## config.mk

```make
export PLATFORM = sky130hd
export DESIGN_NAME = imem_loader
export DESIGN_NICKNAME = d
export VERILOG_FILES = /design/src/rtl/imem_loader_pkg.sv /design/src/rtl/imem_loader_byte_assembler.sv /design/src/rtl/imem_loader.sv
export SDC_FILE = /design/constraint.sdc
export NUM_CORES = 1
export LEC_CHECK = 0
export BUFFER_PORTS_ARGS = -buffer_cell sky130_fd_sc_hd__buf_2
export CAP_MARGIN = 30
export CORE_AREA = 4 4 109 111
export CTS_BUF_LIST = sky130_fd_sc_hd__clkbuf_16
export CTS_CLUSTER_DIAMETER = 120
export DETAILED_ROUTE_END_ITERATION = 7
export DIE_AREA = 0 0 113 115
export HOLD_SLACK_MARGIN = 0.02
export PLACE_DENSITY = 0.63
export SYNTH_ARGS = -nofsm -noshare
export SYNTH_HDL_FRONTEND = slang
export SYNTH_SLANG_ARGS = --single-unit
```

## constraint.sdc

```tcl
create_clock -name clk -period 2.1 [get_ports clk]
set_input_delay 0.315 -clock clk [delete_from_list [all_inputs] [get_ports clk]]
set_output_delay 0.315 -clock clk [all_outputs]
set_load 0.05 [all_outputs]
```

## src/rtl/imem_loader_pkg.sv

```systemverilog
// Shared types and constants for the boot-time instruction loader.
package loader_pkg;

  localparam int unsigned WORD_W         = 32;
  localparam int unsigned BYTES_PER_WORD = 4;

  typedef enum logic [1:0] {
    S_HDR,
    S_DATA,
    S_RUN,
    S_ERR
  } loader_state_t;

endpackage : loader_pkg

```

## src/rtl/imem_loader_byte_assembler.sv

```systemverilog
// Little-endian byte-to-word assembler shared by header and data words.
// Only the three earlier bytes are stored. The fourth byte is routed straight
// into word_o, so the completed word is available in the cycle it arrives.
module byte_assembler
  import loader_pkg::*;
(
  input  logic              clk_i,
  input  logic              rst_ni,
  input  logic              clear_i,
  input  logic              accept_i,
  input  logic [7:0]        data_i,
  output logic [WORD_W-1:0] word_o,
  output logic              word_done_o
);

  logic [WORD_W-9:0] shift_q, shift_d;
  logic [1:0]        idx_q, idx_d;

  // Shift each accepted byte in from the top, so the first byte ends up in bits 7:0.
  always_comb begin
    shift_d = shift_q;
    idx_d   = idx_q;
    if (clear_i) begin
      shift_d = '0;
      idx_d   = '0;
    end else if (accept_i) begin
      shift_d = {data_i, shift_q[WORD_W-9:8]};
      idx_d   = idx_q + 2'd1;
    end
  end

  // Byte history and byte index registers.
  always_ff @(posedge clk_i or negedge rst_ni) begin
    if (!rst_ni) begin
      shift_q <= '0;
      idx_q   <= '0;
    end else begin
      shift_q <= shift_d;
      idx_q   <= idx_d;
    end
  end

  assign word_o      = {data_i, shift_q};
  assign word_done_o = accept_i && (idx_q == 2'(BYTES_PER_WORD - 1));

endmodule : byte_assembler

```

## src/rtl/imem_loader.sv

```systemverilog
// Boot loader: parses a length-prefixed byte stream into instruction-memory
// writes and holds the CPU in reset until the load completes.
module imem_loader
  import loader_pkg::*;
#(
  parameter int unsigned ADDR_W = 8
) (
  input  logic              clk,
  input  logic              rst,
  input  logic              in_valid,
  output logic              in_ready,
  input  logic [7:0]        in_data,
  input  logic              reload,
  output logic              mem_we,
  output logic [ADDR_W-1:0] mem_addr,
  output logic [WORD_W-1:0] mem_wdata,
  output logic              cpu_rst,
  output logic              done,
  output logic              error
);

  // Capacity 2^ADDR_W, widened past WORD_W so the full header compares cleanly.
  localparam logic [WORD_W:0] CAP = {{WORD_W{1'b0}}, 1'b1} << ADDR_W;

  loader_state_t     state_q, state_d;
  logic [ADDR_W:0]   wcnt_q, wcnt_d, wcnt_inc;
  logic [ADDR_W:0]   n_q, n_d;
  logic              we_q, we_d;
  logic [ADDR_W-1:0] addr_q, addr_d;
  logic [WORD_W-1:0] wdata_q, wdata_d;
  logic              cpu_rst_q, done_q, error_q;
  logic              accept, clear, word_done;
  logic [WORD_W-1:0] word;

  assign in_ready = (state_q == S_HDR) || (state_q == S_DATA);
  assign accept   = in_valid && in_ready;
  assign wcnt_inc = wcnt_q + {{ADDR_W{1'b0}}, 1'b1};

  byte_assembler u_asm (
    .clk_i       (clk),
    .rst_ni      (rst),
    .clear_i     (clear),
    .accept_i    (accept),
    .data_i      (in_data),
    .word_o      (word),
    .word_done_o (word_done)
  );

  // Next-state, counter and write-port logic.
  always_comb begin
    state_d = state_q;
    wcnt_d  = wcnt_q;
    n_d     = n_q;
    we_d    = 1'b0;
    addr_d  = addr_q;
    wdata_d = wdata_q;
    clear   = 1'b0;
    unique case (state_q)
      S_HDR: begin
        if (word_done) begin
          n_d    = word[ADDR_W:0];
          wcnt_d = '0;
          if ({1'b0, word} > CAP)  state_d = S_ERR;
          else if (word == '0)     state_d = S_RUN;
          else                     state_d = S_DATA;
        end
      end
      S_DATA: begin
        if (word_done) begin
          we_d    = 1'b1;
          addr_d  = wcnt_q[ADDR_W-1:0];
          wdata_d = word;
          wcnt_d  = wcnt_inc;
          if (wcnt_inc == n_q) state_d = S_RUN;
        end
      end
      S_RUN, S_ERR: begin
        if (reload) begin
          state_d = S_HDR;
          wcnt_d  = '0;
          clear   = 1'b1;
        end
      end
      default: state_d = S_HDR;
    endcase
  end

  // Status outputs follow the state one cycle later, so release trails the final write pulse.
  always_ff @(posedge clk or negedge rst) begin
    if (!rst) begin
      state_q   <= S_HDR;
      wcnt_q    <= '0;
      n_q       <= '0;
      we_q      <= 1'b0;
      addr_q    <= '0;
      wdata_q   <= '0;
      cpu_rst_q <= 1'b1;
      done_q    <= 1'b0;
      error_q   <= 1'b0;
    end else begin
      state_q   <= state_d;
      wcnt_q    <= wcnt_d;
      n_q       <= n_d;
      we_q      <= we_d;
      addr_q    <= addr_d;
      wdata_q   <= wdata_d;
      cpu_rst_q <= (state_q != S_RUN);
      done_q    <= (state_q == S_RUN);
      error_q   <= (state_q == S_ERR);
    end
  end

  assign mem_we    = we_q;
  assign mem_addr  = addr_q;
  assign mem_wdata = wdata_q;
  assign cpu_rst   = cpu_rst_q;
  assign done      = done_q;
  assign error     = error_q;

endmodule : imem_loader

```

# ---- Yosys cells after proc, flatten, opt, wreduce, memory -nomap -nowiden
# Index checks and enable logic that the tools add are counted.
dict set report op_classes {
  n_mux 19
  magnitude_cmp 1
  add_sub_neg 2
  n_eq_ne 10
  reduce_logical 11
}
# cell count
set op_table {}
lappend op_table {{$mux 24} 2}
lappend op_table {{$gt 32x9->1 const B} 1}
lappend op_table {{$logic_not 32->1} 1}
lappend op_table {{$mux 9} 3}
lappend op_table {{$pmux 9 s3} 1}
lappend op_table {{$mux 2} 8}
lappend op_table {{$add 9x1->9 const B} 1}
lappend op_table {{$eq 9x9->1} 1}
lappend op_table {{$eq 2x2->1 const B} 3}
lappend op_table {{$ne 2x1->1 const B} 3}
lappend op_table {{$pmux 2 s3} 1}
lappend op_table {{$mux 1} 4}
lappend op_table {{$ne 2x2->1 const B} 2}
lappend op_table {{$reduce_and 2->1} 2}
lappend op_table {{$reduce_and 4->1} 1}
lappend op_table {{$reduce_and 3->1} 1}
lappend op_table {{$add 2x1->2 const B} 1}
lappend op_table {{$eq 2x1->1 const B} 1}
lappend op_table {{$logic_and 1x1->1} 2}
lappend op_table {{$logic_not 2->1} 1}
lappend op_table {{$reduce_bool 2->1} 1}
lappend op_table {{$reduce_or 2->1} 1}
lappend op_table {{$logic_or 1x1->1} 1}
dict set report word_totals {
  out_inout_bits 45
  word_cells 54
  in_bits 12
  reg_bits 90
}

# ---- Longest topological paths before layout
dict set report depth {
  depth_word 6
  depth_mapped 8
}

# ---- Modules after synthesis
# A second synthesis with hierarchy kept.
dict set report hier_totals {
  hier_cells 404
  area_unflattened_um2 4022.6
}
# module cells_each area_each_um2 seq_area_each_um2 n_inst
set modules_own_cells {}
lappend modules_own_cells {imem_loader 310 2869.0 1602.8 1}
lappend modules_own_cells {byte_assembler 94 1153.6 650.6 1}

# ---- Least setup slack after synthesis
# OpenSTA, ideal clock, no wires.
dict set report synth_timing {
  path_kind {reg2reg}
  start {reg wcnt_q[0]}
  end {reg state_q[0]}
  required_time_ps 1974
  setup_ps 126
  path_stages_with_launch 9
  setup_slack_ps 290
  arrival_time_ps 1684
  path_cell_list {dfrtp_1 ha_1 clkbuf_2 and3_1 nand3_1 xnor2_1 nor3_1 a41oi_1 a221o_1}
}
dict set report synth_between {
  elab_chain_len 4
}
# item line
set synth_rtl {}
lappend synth_rtl {{from (decl)} imem_loader.sv:26} ;# logic [ADDR_W:0] wcnt_q, wcnt_d, wcnt_inc;
lappend synth_rtl {{from (signal assigned)} imem_loader.sv:102} ;# wcnt_q <= wcnt_d;
lappend synth_rtl {{$add 9x1->9} imem_loader.sv:37} ;# assign wcnt_inc = wcnt_q + {{ADDR_W{1'b0}}, 1'b1};
lappend synth_rtl {{$eq 9x9->1} imem_loader.sv:74} ;# if (wcnt_inc == n_q) state_d = S_RUN;
lappend synth_rtl {{$ne 2x1->1 (no source line)} -}
lappend synth_rtl {{$reduce_and 4->1 (no source line)} -}
lappend synth_rtl {{to (signal assigned)} imem_loader.sv:101} ;# state_q <= state_d;
lappend synth_rtl {{to (decl)} imem_loader.sv:25} ;# loader_state_t state_q, state_d;
# No other way between the ends.
# A chain may end at the register's enable or synchronous reset.

# ---- Final worst setup path
dict set report layout_timing {
  start {reg wcnt_q[0]}
  end {reg state_q[1]}
}
# The elaborated chain is that of the path after synthesis.

==> out/metrics.csv <==
stage,metric,value,unit
pwr,p_per_area,1640,mW/mm2
floorplanning,pin_count,57,
pwr,p_leak,2.31,nW
clock_network,post_cts_buffers,0,
synth,synth.most_common_cell,nand2_1,
synth,synthTopCellsByArea,"dfrtp_1 (60%), nand2_1 (13%), a22o_1 (6.1%), mux2_2 (3.0%), xnor2_1 (2.4%)",
grt,grt_use_total,0.140,
clock_network,cts_buffers,9,
sta,max_freq,0.520,GHz
synth,synth_commonest_cells,"nand2_1 (128), dfrtp_1 (89), a22o_1 (26), buf_2 (11), o21ai_0 (11)",
sta,finClkSkew,4.17,ps
critical_path,cp.required,2330,ps
min_path,hold_class,primary input to asynchronous set/reset pin,
run,maxCapViolations,0,
sta,worst_pin_slew,774,ps
sta,drv_slew,0,
sta,rsz0062_at_grt,no,
floorplanning,dieWidth,113,um
clock_network,clkTransAtPathRegs,70,ps
final_layout,syn_to_final_growth,21.2,%
clock_network,post_cts_resized,0,
final_layout,drive_above_1_share,0.242,
pwr,p_sw,3.20,mW
floorplanning,dieArea,0.0130,mm2
route,drt-total-wl,8.68,mm
grt,overflow,0,
synth,synthArstFlopShare,1.00,
pwr,p_comb_frac,0.388,
synth,syn_avg_cell_area,10.5,um2
route,ant_nets,0,
final_layout,layout.nets,427,
clock_network,cts-root-buf,clkbuf_16,
pwr,power,7.39,mW
synth,synth_top_area_cell,dfrtp_1,
synth,ys.flop_type,dfrtp_1,
pwr,vdd_drop_max,0.000754,V
critical_path,crit_type,register to register,
synth,synth_fp_nets,369,
route,vias_per_cell,5.04,
pwr,seqPwrFrac,0.380,
clock_network,h-tree-depth,3,
critical_path,cp-start-kind,register,
route,drt_iter0_drc,146,
route,wl_per_cell,15.6,um
sta,slew_headroom,0.484,
route,vias,2812,
outcome,status,finished clean,
synth,synth-edff-count,0,
synth,ys.warnings.count,0,
floorplanning,initial_core_util,0.345,
clock_network,cts_sinks,90,
clock_network,tritoncts,done,
route,drt_pre_antenna_iters,4,
synth,yosysTopAreaCellShare,0.598,
route,drc,0,
clock_network,cts_buffer_depth,2,
pwr,p_int,4.19,mW
clock_network,insertion_delay,330,ps
synth,syn-cell-area,0.00372,mm2
floorplanning,core_area,0.0108,mm2
floorplanning,std_cell_rows,38,
grt,grt_pass1_vias,2830,
sta,fin_crit_sh,0.917,
placement,gp_congestion,0.804,
final_layout,num_antenna_cells,0,
grt,grt_first_pass_wirelength,14.7,mm
critical_path,end_kind,register,
critical_path,worstPathMaxFanout,7,
sta,fin_setup_tns,0,ps
floorplanning,fp.dieH,115,um
sta,hold_violations,0,
synth,yosysUniqueCellTypes,39,
final_layout,nFillCells,1040,
placement,hpwl,6.11,mm
critical_path,rrSetupSlack,180,ps
placement,io_buffers,56,
synth,ys_seq_area_frac,0.605,
clock_network,cts_hold_buf,0,
synth,syn_inst,355,
grt,antenna_found_initial,0,
sta,setup_viol,0,
pwr,clkPwrFrac,0.232,
sta,layout_min_cycle_time,1920,ps
synth,synth-seq-cells,90,
critical_path,crit_arrival,2150,ps
grt,grt_max_degree,61,
pwr,swShare,0.433,
## per-stage QoR
step                      setup slack, ps   util  hold WS (ps)  cells  instance area [um2]
after CTS                             173  0.418          95.5    558                 4510
after global routing                 21.0  0.418           133    558                 4510
after detailed placement              201  0.389           453    542                 4190
after floorplan                       290      -          19.4    355                 3720
after global placement                214  0.389           435    542                 4190
final                                 175  0.418          51.0    558                 4510
## cell families after synthesis
group | Yosys count | synth area share
DFF | 90 | 0.605
xor gates and xnor gates | 12 | 0.0282
AOI/OAI and AO/OA | 54 | 0.111
buffers and inverters | 24 | 0.0282
muxes | 12 | 0.0356
and+or+nand+nor | 161 | 0.185
adders and majority gates | 2 | 0.00672
## path summary, 6_finish.rpt
kind,startpoint,end,cells past startpoint
max in group asynchronous,rst,u_asm.shift_q[22]$_DFFE_PN0P_,2
setup / recovery,wcnt_q[0]$_DFFE_PN0P_,state_q[1]$_DFFE_PN0P_,7
hold / removal,rst,mem_wdata[3]$_DFFE_PN0P_,1
hold reg to reg,mem_addr[5]$_DFFE_PN0P_,mem_addr[5]$_DFFE_PN0P_,2
min in group clk,in_data[6],mem_wdata[30]$_DFFE_PN0P_,3
setup reg to reg,wcnt_q[0]$_DFFE_PN0P_,state_q[1]$_DFFE_PN0P_,7
## worst max-delay path, stage by stage (launching register included)
cell	delay (ps)
dfrtp_1	460
ha_1	250
buf_4	160
nor3b_1	140
o221ai_1	220
o31ai_1	110
a41oi_1	270
and2b_1	210
## cells in the final DEF (no fill, tap or decap), types with 3 or more instances in the layout
master and n:
buf_2 55, nor2_1 5, a22o_1 26, nand2_1 128, nor4_1 7, o31ai_1 6
clkbuf_16 9, o21ai_0 11, inv_1 3, dfrtp_1 89, xnor2_1 10, nand3_1 5
buf_4 11, mux2_2 10
## state kept, by name, indices dropped and copies added (netlist names)
register and count:
done 1, mem_wdata 32, error 1, cpu_rst 1
state_q 2, wcnt_q 9, u_asm.shift_q 24, n_q 9
mem_we 1, u_asm.idx_q 2, mem_addr 8
## power by group through the flow
stage	registers [mW]	logic, mW	clock network [mW]
CTS	2.82	2.91	1.74
finish	2.81	2.87	1.71
global route	2.91	3.10	1.82
floorplan	3.87	1.06	0
detailed placement	2.84	2.90	0
global placement	2.82	2.84	0
## layer usage
metal | wire [um] | vias up | share of wire | track usage
met4 | 140 | 0 | 0.016 | 0.0425
met5 | 0 | - | 0 | 0
met2 | 4170 | 71 | 0.48 | 0.227
li1 | - | 1323 | - | -
met3 | 355 | 13 | 0.041 | 0.0237
met1 | 4010 | 1405 | 0.46 | 0.193
## cell type report
cell class,instances,area [um2],share of cell area
Inverter,4,15.0,0.00333
Tap cell,140,175,0.0388
Timing Repair Buffer,67,378,0.0837
Clock inverter,7,92.6,0.0205
Sequential cell,90,2250,0.499
Multi-Input combinational cell,241,1370,0.304
Clock buffer,9,225,0.0499
(Power assumes the default switching activity.)
